## src/rtl/message_validator.sv

```systemverilog
// Reader of the 32-byte decrypted-message RAM: confirms every byte is 'a'..'z' or space
// and reports pass/fail plus the index of the first offending byte.
module message_validator #(
  parameter int         MESSAGE_LENGTH = 32,
  parameter int         ADDR_WIDTH     = 5,
  parameter logic [7:0] CHAR_LO        = 8'h61,
  parameter logic [7:0] CHAR_HI        = 8'h7A,
  parameter logic [7:0] CHAR_SPACE     = 8'h20
) (
  input  logic                  clk,
  input  logic                  reset,
  input  logic                  start,
  input  logic                  done_ack,
  output logic [ADDR_WIDTH-1:0] d_mem_addr,
  input  logic [7:0]            d_mem_data_read,
  output logic                  done,
  output logic                  valid,
  output logic [ADDR_WIDTH-1:0] fail_index
);

  // Handshake: start is sampled only in IDLE and begins a pass; done stays high
  // for the whole of DONE and is released only by done_ack sampled in DONE.
  // start seen outside IDLE and done_ack seen outside DONE have no effect.
  typedef enum logic [2:0] {
    IDLE      = 3'd0,
    SET_ADDR  = 3'd1,
    WAIT_READ = 3'd2,
    CHECK     = 3'd3,
    DONE      = 3'd4
  } state_t;

  localparam logic [ADDR_WIDTH-1:0] LAST_K = ADDR_WIDTH'(MESSAGE_LENGTH - 1);

  state_t                state;
  logic [ADDR_WIDTH-1:0] k;
  logic                  byte_ok;

  assign byte_ok = ((d_mem_data_read >= CHAR_LO) && (d_mem_data_read <= CHAR_HI)) ||
                   (d_mem_data_read == CHAR_SPACE);

  always_comb begin
    d_mem_addr = '0;
    if ((state == SET_ADDR) || (state == WAIT_READ) || (state == CHECK))
      d_mem_addr = k;
  end

  always_ff @(posedge clk or posedge reset) begin
    if (reset) begin
      state      <= IDLE;
      k          <= '0;
      done       <= 1'b0;
      valid      <= 1'b0;
      fail_index <= '0;
    end else begin
      case (state)
        IDLE: begin
          if (start) begin
            k          <= '0;
            valid      <= 1'b0;
            fail_index <= '0;
            state      <= SET_ADDR;
          end
        end
        SET_ADDR:  state <= WAIT_READ;
        WAIT_READ: state <= CHECK;
        CHECK: begin
          // Read data lags the address by two clocks, so the byte for k is
          // on the bus exactly while in CHECK.
          if (!byte_ok) begin
            fail_index <= k;
            valid      <= 1'b0;
            done       <= 1'b1;
            state      <= DONE;
          end else if (k == LAST_K) begin
            valid <= 1'b1;
            done  <= 1'b1;
            state <= DONE;
          end else begin
            k     <= k + ADDR_WIDTH'(1);
            state <= SET_ADDR;
          end
        end
        DONE: begin
          if (done_ack) begin
            done  <= 1'b0;
            state <= IDLE;
          end
        end
        default: begin
          done  <= 1'b0;
          state <= IDLE;
        end
      endcase
    end
  end

endmodule

```

## config.mk

```make
export PLATFORM = sky130hd
export DESIGN_NAME = message_validator
export DESIGN_NICKNAME = d
export VERILOG_FILES = /design/src/rtl/message_validator.sv
export SDC_FILE = /design/constraint.sdc
export NUM_CORES = 1
export LEC_CHECK = 0
export CAP_MARGIN = 20
export CORE_UTILIZATION = 30
export DETAILED_ROUTE_END_ITERATION = 8
export SYNTH_ARGS = -nofsm -noshare
export SYNTH_HDL_FRONTEND = slang
export SYNTH_SLANG_ARGS = --single-unit
```

## constraint.sdc

```tcl
create_clock -name clk -period 1.45 [get_ports clk]
set_input_delay 0.2175 -clock clk [delete_from_list [all_inputs] [get_ports clk]]
set_output_delay 0.2175 -clock clk [all_outputs]
set_load 0.005 [all_outputs]
```

Yosys cells after proc, flatten, opt, wreduce, memory -nomap -nowiden

Index checks and enable logic that the tools add are counted.

Register bits: 15
Bits in latches: 0
Memory bits (writable): 0
Memory bits (read-only): 0
Input port bits: 12
Output and inout port bits: 12
Logic and storage cells: 52
Memories: 0

$add $sub $neg: 1
$mul: 0
Div/mod/pow operators: 0
Order comparisons: 2
Equality and inequality tests: 12
Shift operators: 0
Mux-type cells: 19
Bitwise operators: 1
Reductions and logical operators: 12

Operator list:

| operator              | number |
|---|---|
| $mux W5               | 5 |
| $pmux W5 S2           | 2 |
| $pmux W3 S5           | 1 |
| $mux W3               | 4 |
| $ne A2 B2 Y1 const B  | 5 |
| $reduce_and A3 Y1     | 3 |
| $eq A8 B6 Y1 const B  | 1 |
| $ge A8 B7 Y1 const B  | 1 |
| $le A8 B7 Y1 const B  | 1 |
| $eq A3 B2 Y1 const B  | 2 |
| $add A5 B1 Y5 const B | 1 |
| $eq A5 B5 Y1 const B  | 1 |
| $mux W1               | 5 |
| $reduce_and A4 Y1     | 1 |
| $eq A3 B1 Y1 const B  | 1 |
| $eq A3 B3 Y1 const B  | 1 |
| $logic_not A3 Y1      | 1 |
| $logic_or A1 B1 Y1    | 3 |
| $ne A3 B2 Y1 const B  | 1 |
| $pmux W1 S3           | 1 |
| $reduce_or A3 Y1      | 1 |
| $pmux W1 S2           | 1 |
| $reduce_and A2 Y1     | 1 |
| $reduce_bool A2 Y1    | 1 |
| 2 further kinds       | 2 |

Logic depth before layout (Yosys ltp)

Gate-level depths: netlist of the first run.

Depth in word-level cells: 5
Depth in mapped cells: 6
Mapped depth without buffers: 6

Least setup slack after synthesis of the first run

OpenSTA, ideal clock, no wires.

Path kind: register to register
Start: register k[0]
End: register k[0]
Library setup time: 131 ps
Arrival: 1462 ps
Data required time: 1319 ps
Setup slack: -143 ps
Cell stages (with the launch flop): 6
Path buffers: 0
Clock period less this slack: 1593 ps
Cells stage by stage: dfrtp_1 -> ha_1 -> and3_1 -> ha_1 -> nor4_2 -> o2bb2ai_1

Word-level cells in the longest chain between the ends: 4
Elaborated cells between the ends (all ways): 7
Those cells by class: 1 x add/sub; 2 x eq/ne; 3 x mux; 1 x reduce/logical

RTL lines:

| element                | RTL line | source |
|---|---|---|
| start, declared        | 35       | `logic [ADDR_WIDTH-1:0] k;` |
| start signal, assigned | 79       | `k <= k + ADDR_WIDTH'(1);` |
| $add A5 B1 Y5          | 79       |  |
| $mux W5                | 74       | `end else if (k == LAST_K) begin` |
| $mux W5                | 69       | `if (!byte_ok) begin` |
| $pmux W5 S2            | 55       | `case (state)` |

Parallel ways exist; a longest one is shown, timed or not. The select of a mux whose other input is x is not followed.
A chain may end at the register's enable or synchronous reset.

Worst setup path after layout of the first run

Start: register state[1]
End: register k[4]

Word-level cells in the longest chain between the ends: 3
Elaborated cells between the ends (all ways): 8
Those cells by class: 4 x eq/ne; 1 x mux; 3 x reduce/logical

RTL lines:

| element                                                             | RTL line | source |
|---|---|---|
| start, declared                                                     | 34       | `state_t state;` |
| start signal, assigned                                              | 49       | `state <= IDLE;` |
| start signal, assigned                                              | 61       | `state <= SET_ADDR;` |
| start signal, assigned                                              | 64       | `SET_ADDR: state <= WAIT_READ;` |
| $eq A3 B2 Y1 / $logic_not A3 Y1 (equally long branches)             | 55       |  |
| $ne A2 B2 Y1 (no line) / $reduce_bool A2 Y1 (equally long branches) | -        |  |
| $reduce_and A4 Y1 (no line)                                         | -        |  |

Parallel ways exist; a longest one is shown, timed or not.

==> results of run 1 <==
-- cell families after synthesis --
| family | count (synthesis) | share of synthesized area, % |
|---|---|---|
| adders and majority gates | 2 | 2.63 |
| muxes | 7 | 8.83 |
| DFF | 15 | 39.5 |
| and+or+nand+nor | 44 | 27.7 |
| AOI/OAI and AO/OA | 16 | 15.7 |
| xor gates and xnor gates | 1 | 0.922 |
| buffers and inverters | 11 | 4.74 |
-- power by group --
part / internal (W) / switching [W]
registers: 0.000512 / 0.0000883
logic: 0.000577 / 0.000492
clock network: 0.000102 / 0.000139
total: 0.00119 / 0.000720
-- cell usage after synthesis, types with 2 or more instances --
library cell	number	area [µm²]
clkbuf_1	2	7.51
dfrtp_1	15	375
ha_1	2	25.0
inv_1	8	30.0
mux2i_1	5	50.1
nand2_1	13	48.8
nand4_1	2	12.5
nor2_1	5	18.8
nor3_1	7	35.0
nor4_1	3	18.8
o21ai_1	3	15.0
o2bb2ai_1	3	26.3
-- stage by stage --
step | instance area [µm²] | TNS [ns] | total power (W) | cells
2_1_floorplan | 972 | -0.403 | 0.00105 | 96
3_3_place_gp | 1390 | -5.34 | 0.00145 | 180
3_5_place_dp | 1390 | -5.76 | 0.00147 | 180
4_1_cts | 1490 | -0.852 | 0.00185 | 190
5_1_grt | 1510 | -1.86 | 0.00206 | 192
6_report | 1510 | -0.787 | 0.00191 | 192
-- what timing repair did --
| action | CTS | global route |
|---|---|---|
| pin swaps | 7 | 1 |
| gates resized for setup | 30 | 6 |
| hold buffers | 0 | 0 |
| setup endpoints to repair | 19 | 16 |
| gates cloned | 0 | 0 |
| setup buffers | 6 | 2 |
-- layout make-up --
| type | instances | area (µm²) | share of cell area, % |
|---|---|---|---|
| multi-input cells | 70 | 601 | 39.8 |
| flip-flops and latches | 15 | 375 | 24.9 |
| clock inverters | 1 | 5.00 | 0.332 |
| clock buffers | 3 | 22.5 | 1.49 |
| repair buffers | 51 | 419 | 27.8 |
| inverters | 8 | 30.0 | 1.99 |
| well taps | 44 | 55.1 | 3.65 |
-- state kept, by name, indices dropped and copies added (netlist names) --
| signal | flops |
|---|---|
| k | 5 |
| done | 1 |
| fail_index | 5 |
| valid | 1 |
| state | 3 |
-- layer usage --
metal,vias to the layer above,part of all wire [%]
met1,445,47
met3,2,3.4
met5,-,0
met4,0,0.53
met2,19,49
li1,456,-
-- cell usage in the layout (no fill, tap or decap), types with 2 or more instances in the layout --
cell type and count:
nor2_1 4, dlygate4sd2_1 5, o21ai_1 3, o2bb2ai_1 3, clkdlybuf4s50_1 12, buf_6 2
inv_1 8, clkbuf_4 3, nand4_1 2, mux2i_1 5, nand2_1 13, nor4_1 2
nor3_2 4, dfrtp_1 15, and3_4 2, buf_2 5, nor3_1 4, buf_4 26
-- tightest hold or removal path, stage by stage --
cell             delay [ns]
clkdlybuf4s50_1        0.40
inv_1                  0.05
buf_4                  0.22
-- worst max path at each step --
| stage | startpoint | to | slack, ns | depth (start not counted) |
|---|---|---|---|---|
| after floorplan | state[0] | k[0] | -0.13 | 5 |
| after global placement | d_mem_data_read[6] | k[3] | -0.42 | 5 |
| after detailed placement | d_mem_data_read[6] | k[3] | -0.44 | 5 |
| after CTS | state[1] | k[4] | -0.16 | 6 |
| after global routing | state[1] | k[4] | -0.22 | 6 |
| final | state[1] | k[4] | -0.15 | 6 |
==> reports/metrics.cfg, run 1 <==
[placed_design]
io_buffers=23
dpl.hpwl_mm=1.86
dp_slack_ns=-0.440
routabilityCongestion=0.810

[timing]
rsz0062_at_grt=yes
skew_ns=0.0113
fin_ws_ns=-0.146
drv_slew=0
setup_viol_count_final=12
max_slew_margin_pct=76.9
hold_ws_ns=0.228
final_hold_viol_count=0
timing.fmax_mhz=627
final.period_utilization_pct=110
worst_slew_pin_slew_ns=0.346
layout_min_cycle_time_ns=1.60

[yosys]
synth_edf_count=0
syn_nets=110
synth_seq_cells=15
yosysWarnings=0
yosys.cell_types.count=40
ys.flop_type=dfrtp_1
ys_async_sr_fraction_pct=100
synth_area_per_cell_um2=9.89
netlist_area_um2=950
synth-seq-area-share_pct=39.5
synth_cells=96

[clocking]
clock_latency_ns=0.28
htreeDepth=1
cts_buffer_depth=2
cts_buffers=3
cts_tree=done
clkTransAtPathRegs_ns=0.10
root_buffer=clkbuf_4
cts.sinks=15

[power_and_ir_drop]
pwr_density_cell_mw_per_mm2=1270
leakage_nw=0.673
ir_drop_mv=0.800

[grt]
grt_pass1_vias=945
grt_pass1_wl_mm=4.15
antenna_found_initial=0
grt_use_met1_pct=20.2
grt_max_degree=16
grt-ovfl-total=0
use_met2_pct=26.8
grtUsageTotal_pct=15.9
grtUsageMet3_pct=2.68
grt-busiest-layer=met2

[floorplanning]
die_h_um=58.3
ios=24
chipWidth_um=58.3
row_count=20
core_mm2=0.00303
start_util_pct=31.4
dieArea_mm2=0.00339

[detailed_routing]
drt_iter0_markers=19
vias=922
post_drt_via_cell_ratio=4.80
first_pass_iters=6
wl_per_cell_um=12.9
drt-total-wl_mm=2.47
ant_nets=0
drc=1

[worst_setup_path]
path_class=reg2reg
critical_path.top_delay_family=simple AND/OR/NAND/NOR gates
reg2reg_slack_ns=-0.15
crit_slowest_cell=dfrtp_1
arrival_ns=1.76
reg2regPathDepth=6
critPathRequiredTime_ns=1.61
timing.rr.start=state[1]
cp-start-kind=register
critPathBufInv=2
cp_max_fo=3
critPathCaptureType=register
max_stage_delay_ns=0.40
path_cells=buf_6, or3b_1, a21o_1, buf_6, nor4_4, o2bb2ai_1
reg2reg_to=k[4]
cpMostUsedCell=buf_6

[cells_and_area]
area_growth_pct=58.8
drive_above_1_share_pct=39.9
final_util_pct=49.8
fillers=298
insertedDiodeCount=0
nets=163

[min_path]
hp-class=in2async

[flow_run]
maxCapViolations=0

[status]
violations=DRC, setup timing
status=complete, but fails checks

Power figures use the tool's default switching activity.
==> run 2, diff against run 1 <==
- RECOVER_POWER: default -> 50
==> run 2 against run 1 <==
The run still ends with DRC, setup timing left. Critical path depth unchanged. Total power down 0.25%. First-iteration DRC count unchanged. Clock power is essentially flat. Combinational power barely moved. Final area fell by 0.25%. Highest routed layer unchanged.
==> reports/metrics.cfg, run 2 (synthesis gave the netlist of run 1 again) <==
[status]
status=complete, but fails checks
violations=DRC, setup timing

[grt]
grt-ovfl-total=0
grtUsageTotal_pct=15.9
grt_pass1_vias=945
grt_max_degree=16
antenna_found_initial=0
grt_pass1_wl_mm=4.15

[clocking]
cts_buffer_depth=2
root_buffer=clkbuf_4
clkTransAtPathRegs_ns=0.09
cts_buffers=3
clock_latency_ns=0.28
cts_tree=done
htreeDepth=1
hold_buffers=0
cts.sinks=15

[cells_and_area]
reg_top3=fail_index: 5 flops, k: 5 flops, state: 3 flops
drive_above_1_share_pct=39.2
final_cells=192
layout_common_cells=buf_4 (25), dfrtp_1 (15), nand2_1 (13), clkdlybuf4s50_1 (11), inv_1 (8)
nets=163
final_common_cell=buf_4
fillers=300
final_util_pct=49.7
insertedDiodeCount=0
multi_input_area_um2=601
seq_area_um2=375
area_growth_pct=58.4

[power_and_ir_drop]
power.net_switching_w=0.000717
pwr-share-seq_pct=31.5
internal_power_w=0.00119
leakage_nw=0.670
p_clk_share_pct=12.6
power.total_w=0.00191
ir_drop_mv=0.799
p_comb_share_pct=55.9
swShare_pct=37.6
pwr_density_cell_mw_per_mm2=1270

[detailed_routing]
ant_nets=0
wl_per_cell_um=12.8
post_drt_via_cell_ratio=4.78
first_pass_iters=6
drt_iter0_markers=19
drc=1
drt-total-wl_mm=2.46
vias=918

[timing]
timing.setup.tns_ns=-0.768
rsz0062_at_grt=yes
drv_slew=0
max_slew_margin_pct=44.4
fin_ws_ns=-0.146
hold_ws_ns=0.518
final_hold_viol_count=0
skew_ns=0.0102
setup_viol_count_final=10
layout_min_cycle_time_ns=1.60
timing.fmax_mhz=627
final.period_utilization_pct=110
worst_slew_pin_slew_ns=0.833

[worst_setup_path]
path_class=reg2reg
arrival_ns=1.76
cp_max_fo=3
critPathRequiredTime_ns=1.61
critPathCaptureType=register
cp-start-kind=register

[flow_run]
maxCapViolations=0

[min_path]
hp-class=reg2reg

[floorplanning]
start_util_pct=31.4
core_mm2=0.00303
chipWidth_um=58.3
ios=24
row_count=20
die_h_um=58.3
dieArea_mm2=0.00339

[placed_design]
dpl.hpwl_mm=1.86
routabilityCongestion=0.810
io_buffers=23
dp_cells=180

run 2: changes by cell type in the layout (fill, tap and decap cells not counted):
cell | before | now
buf_4 | 26 | 25
clkbuf_1 | 0 | 1
clkdlybuf4s50_1 | 12 | 11
dlygate4sd3_1 | 0 | 1
run 2: layout make-up:
type / instances / share of cell area, %
clock buffers: 3 / 1.50
clock inverters: 1 / 0.333
inverters: 8 / 2.00
multi-input cells: 70 / 39.9
flip-flops and latches: 15 / 25.0
well taps: 44 / 3.66
repair buffers: 51 / 27.6
run 2: path summary, 6_finish.rpt:
| check | from | to | slack, ns | cells after the start |
|---|---|---|---|---|
| max | state[1] | k[4] | -0.15 | 6 |
| min | valid | valid | 0.52 | 2 |
| max reg2reg | state[1] | k[4] | -0.15 | 6 |
| min reg2reg | valid | valid | 0.52 | 2 |
| max in group asynchronous | reset | state[0] | 0.33 | 3 |
| min in group asynchronous | reset | fail_index[1] | 0.59 | 3 |
run 2: critical path: stages (launching register included):
cell	delay, ns
dfrtp_1	0.40
buf_6	0.12
or3b_1	0.34
a21o_1	0.21
buf_6	0.12
nor4_4	0.17
o2bb2ai_1	0.11
run 2: through the flow:
step | worst slack (ns) | area [µm²]
6_report | -0.146 | 1500
5_1_grt | -0.218 | 1500
4_1_cts | -0.164 | 1490
3_5_place_dp | -0.440 | 1390
3_3_place_gp | -0.421 | 1390
2_1_floorplan | -0.130 | 972
run 2: repair_timing:
action / 4_1_cts / 5_1_grt
setup endpoints to repair: 19 / 16
gates cloned: 0 / 0
hold endpoints to repair: 0 / 0
pin swaps: 7 / 1
buffers inserted: 6 / 2
gates resized for setup: 30 / 6
run 2: power groups by stage:
stage / sequential (W) / clock, W / combinational [W]
finish: 0.000600 / 0.000240 / 0.00107
global route: 0.000615 / 0.000278 / 0.00116
CTS: 0.000602 / 0.000254 / 0.000993
detailed placement: 0.000606 / 0 / 0.000863
global placement: 0.000603 / 0 / 0.000850
floorplan: 0.000565 / 0 / 0.000487
run 2: layer usage:
layer / global-route usage (%) / vias up / routed length, µm
met3: 2.68 / 2 / 100
met5: 0 / - / 0
met1: 20.2 / 439 / 1120
met4: 6.46 / 0 / 13
met2: 26.8 / 21 / 1220
li1: - / 456 / -
==> run 3, diff against run 2 <==
- CORE_UTILIZATION: 30 -> 35
==> run 3 against run 2 <==
The run ends with setup timing left. Worst setup slack got worse by 0.023 ns. Maximum frequency is 1.4% lower. Sequential power grew 2%. Core utilization is 9.6 points higher. Critical endpoint is now k[1].
==> reports/metrics.cfg, run 3 (synthesis gave the netlist of run 1 again) <==
[placed_design]
dp_cells=163
dpl.hpwl_mm=1.81
routabilityCongestion=0.803
io_buffers=23

[cells_and_area]
reg_top3=fail_index: 5 flops, k: 5 flops, state: 3 flops
drive_above_1_share_pct=42.1
final_util_pct=59.3
area_growth_pct=57.4
insertedDiodeCount=0
final_common_cell=buf_4
nets=160
layout_common_cells=buf_4 (21), dfrtp_1 (15), nand2_1 (12), clkdlybuf4s50_1 (11), inv_1 (7)
multi_input_area_um2=633
seq_area_um2=375
final_cells=175
fillers=215

[worst_setup_path]
max_stage_delay_ns=0.40
critPathCaptureType=register
cpMostUsedCell=buf_6
path_class=reg2reg
critPathRequiredTime_ns=1.62
reg2reg_slack_ns=-0.17
reg2reg_to=k[1]
arrival_ns=1.79
timing.rr.start=state[1]
cp-start-kind=register
cp_max_fo=3
crit_slowest_cell=dfrtp_1
reg2regPathDepth=6
path_cells=buf_6, or3b_1, a21o_1, buf_6, nor4_4, o2bb2ai_1

[min_path]
hold_depth=2
min_from=valid
hp-class=reg2reg
min_to=valid

[status]
violations=setup timing
status=complete, but fails checks

[grt]
grt_pass1_wl_mm=4.01
antenna_found_initial=0
grt_pass1_vias=876
grt-ovfl-total=0
grtUsageTotal_pct=19.6
grt_max_degree=16

[clocking]
cts_buffer_depth=2
hold_buffers=0
root_buffer=clkbuf_4
clock_latency_ns=0.29
cts.sinks=15
htreeDepth=1
clkTransAtPathRegs_ns=0.09
cts_tree=done
cts_buffers=3

[power_and_ir_drop]
ir_drop_mv=1.01
pwr_density_cell_mw_per_mm2=1280
leakage_nw=0.646

[timing]
setup_viol_count_final=9
fin_ws_ns=-0.168
timing.fmax_mhz=618
layout_min_cycle_time_ns=1.62
rsz0062_at_grt=yes
timing.setup.tns_ns=-0.847
final.period_utilization_pct=112
final_hold_viol_count=0
max_slew_margin_pct=45.7
worst_slew_pin_slew_ns=0.815
drv_slew=0
skew_ns=0.00302
hold_ws_ns=0.527

[detailed_routing]
vias=915
drc=0
post_drt_via_cell_ratio=5.23
ant_nets=0
drt-total-wl_mm=2.54
wl_per_cell_um=14.5
drt_iter0_markers=11
first_pass_iters=4

[floorplanning]
dieArea_mm2=0.00293
core_mm2=0.00252
chipWidth_um=54.1
die_h_um=54.1
ios=24
row_count=18
start_util_pct=37.6

[flow_run]
maxCapViolations=0

[run 3: worst max-delay path by stage]
stage                             startpoint        to  slack, ns  depth (start not counted)
after floorplan                     state[0]      k[0]      -0.13                          5
after global placement    d_mem_data_read[6]      k[0]      -0.41                          5
after detailed placement  d_mem_data_read[6]  state[0]      -0.42                          5
after CTS                           state[1]      k[3]      -0.13                          6
after global routing                state[1]      k[0]      -0.23                          6
final                               state[1]      k[1]      -0.17                          6
[run 3: power by group]
group          total [W]  internal (W)  switching (W)
clock network   0.000248      0.000107       0.000142
logic            0.00106      0.000548       0.000513
registers       0.000612      0.000512      0.0000999
total            0.00192       0.00117       0.000755
[run 3: worst max-delay path, delay by kind of cell, from the launching register on]
kind	cells	cell delay, ns
compound gates	2	0.31
buf+inv	2	0.24
flops	1	0.40
simple gates	2	0.55
[run 3: metal layers]
layer / track usage [%] / wire length [µm]
met1: 24.7 / 1150
met2: 33.5 / 1280
met3: 3.67 / 88
met4: 6.41 / 24
met5: 0 / 0
[run 3: layout make-up]
| cell class | instances | area share (%) |
|---|---|---|
| Multi-Input combinational cell | 70 | 42.3 |
| Tap cell | 30 | 2.51 |
| Timing Repair Buffer | 48 | 26.3 |
| Clock buffer | 4 | 1.76 |
| Sequential cell | 15 | 25.1 |
| Inverter | 8 | 2.01 |
[run 3: timing repair]
| item | CTS | global route |
|---|---|---|
| gates resized for setup | 24 | 19 |
| pin swaps | 8 | 4 |
| setup buffers | 6 | 2 |
| endpoints found under the setup margin | 19 | 15 |
[run 3: metrics by stage]
step	setup WS [ns]	instance area (µm²)	power (W)
after floorplan	-0.130	972	0.00105
after global placement	-0.414	1350	0.00142
after detailed placement	-0.417	1350	0.00143
after CTS	-0.128	1440	0.00178
after global routing	-0.228	1500	0.00205
final	-0.168	1500	0.00192
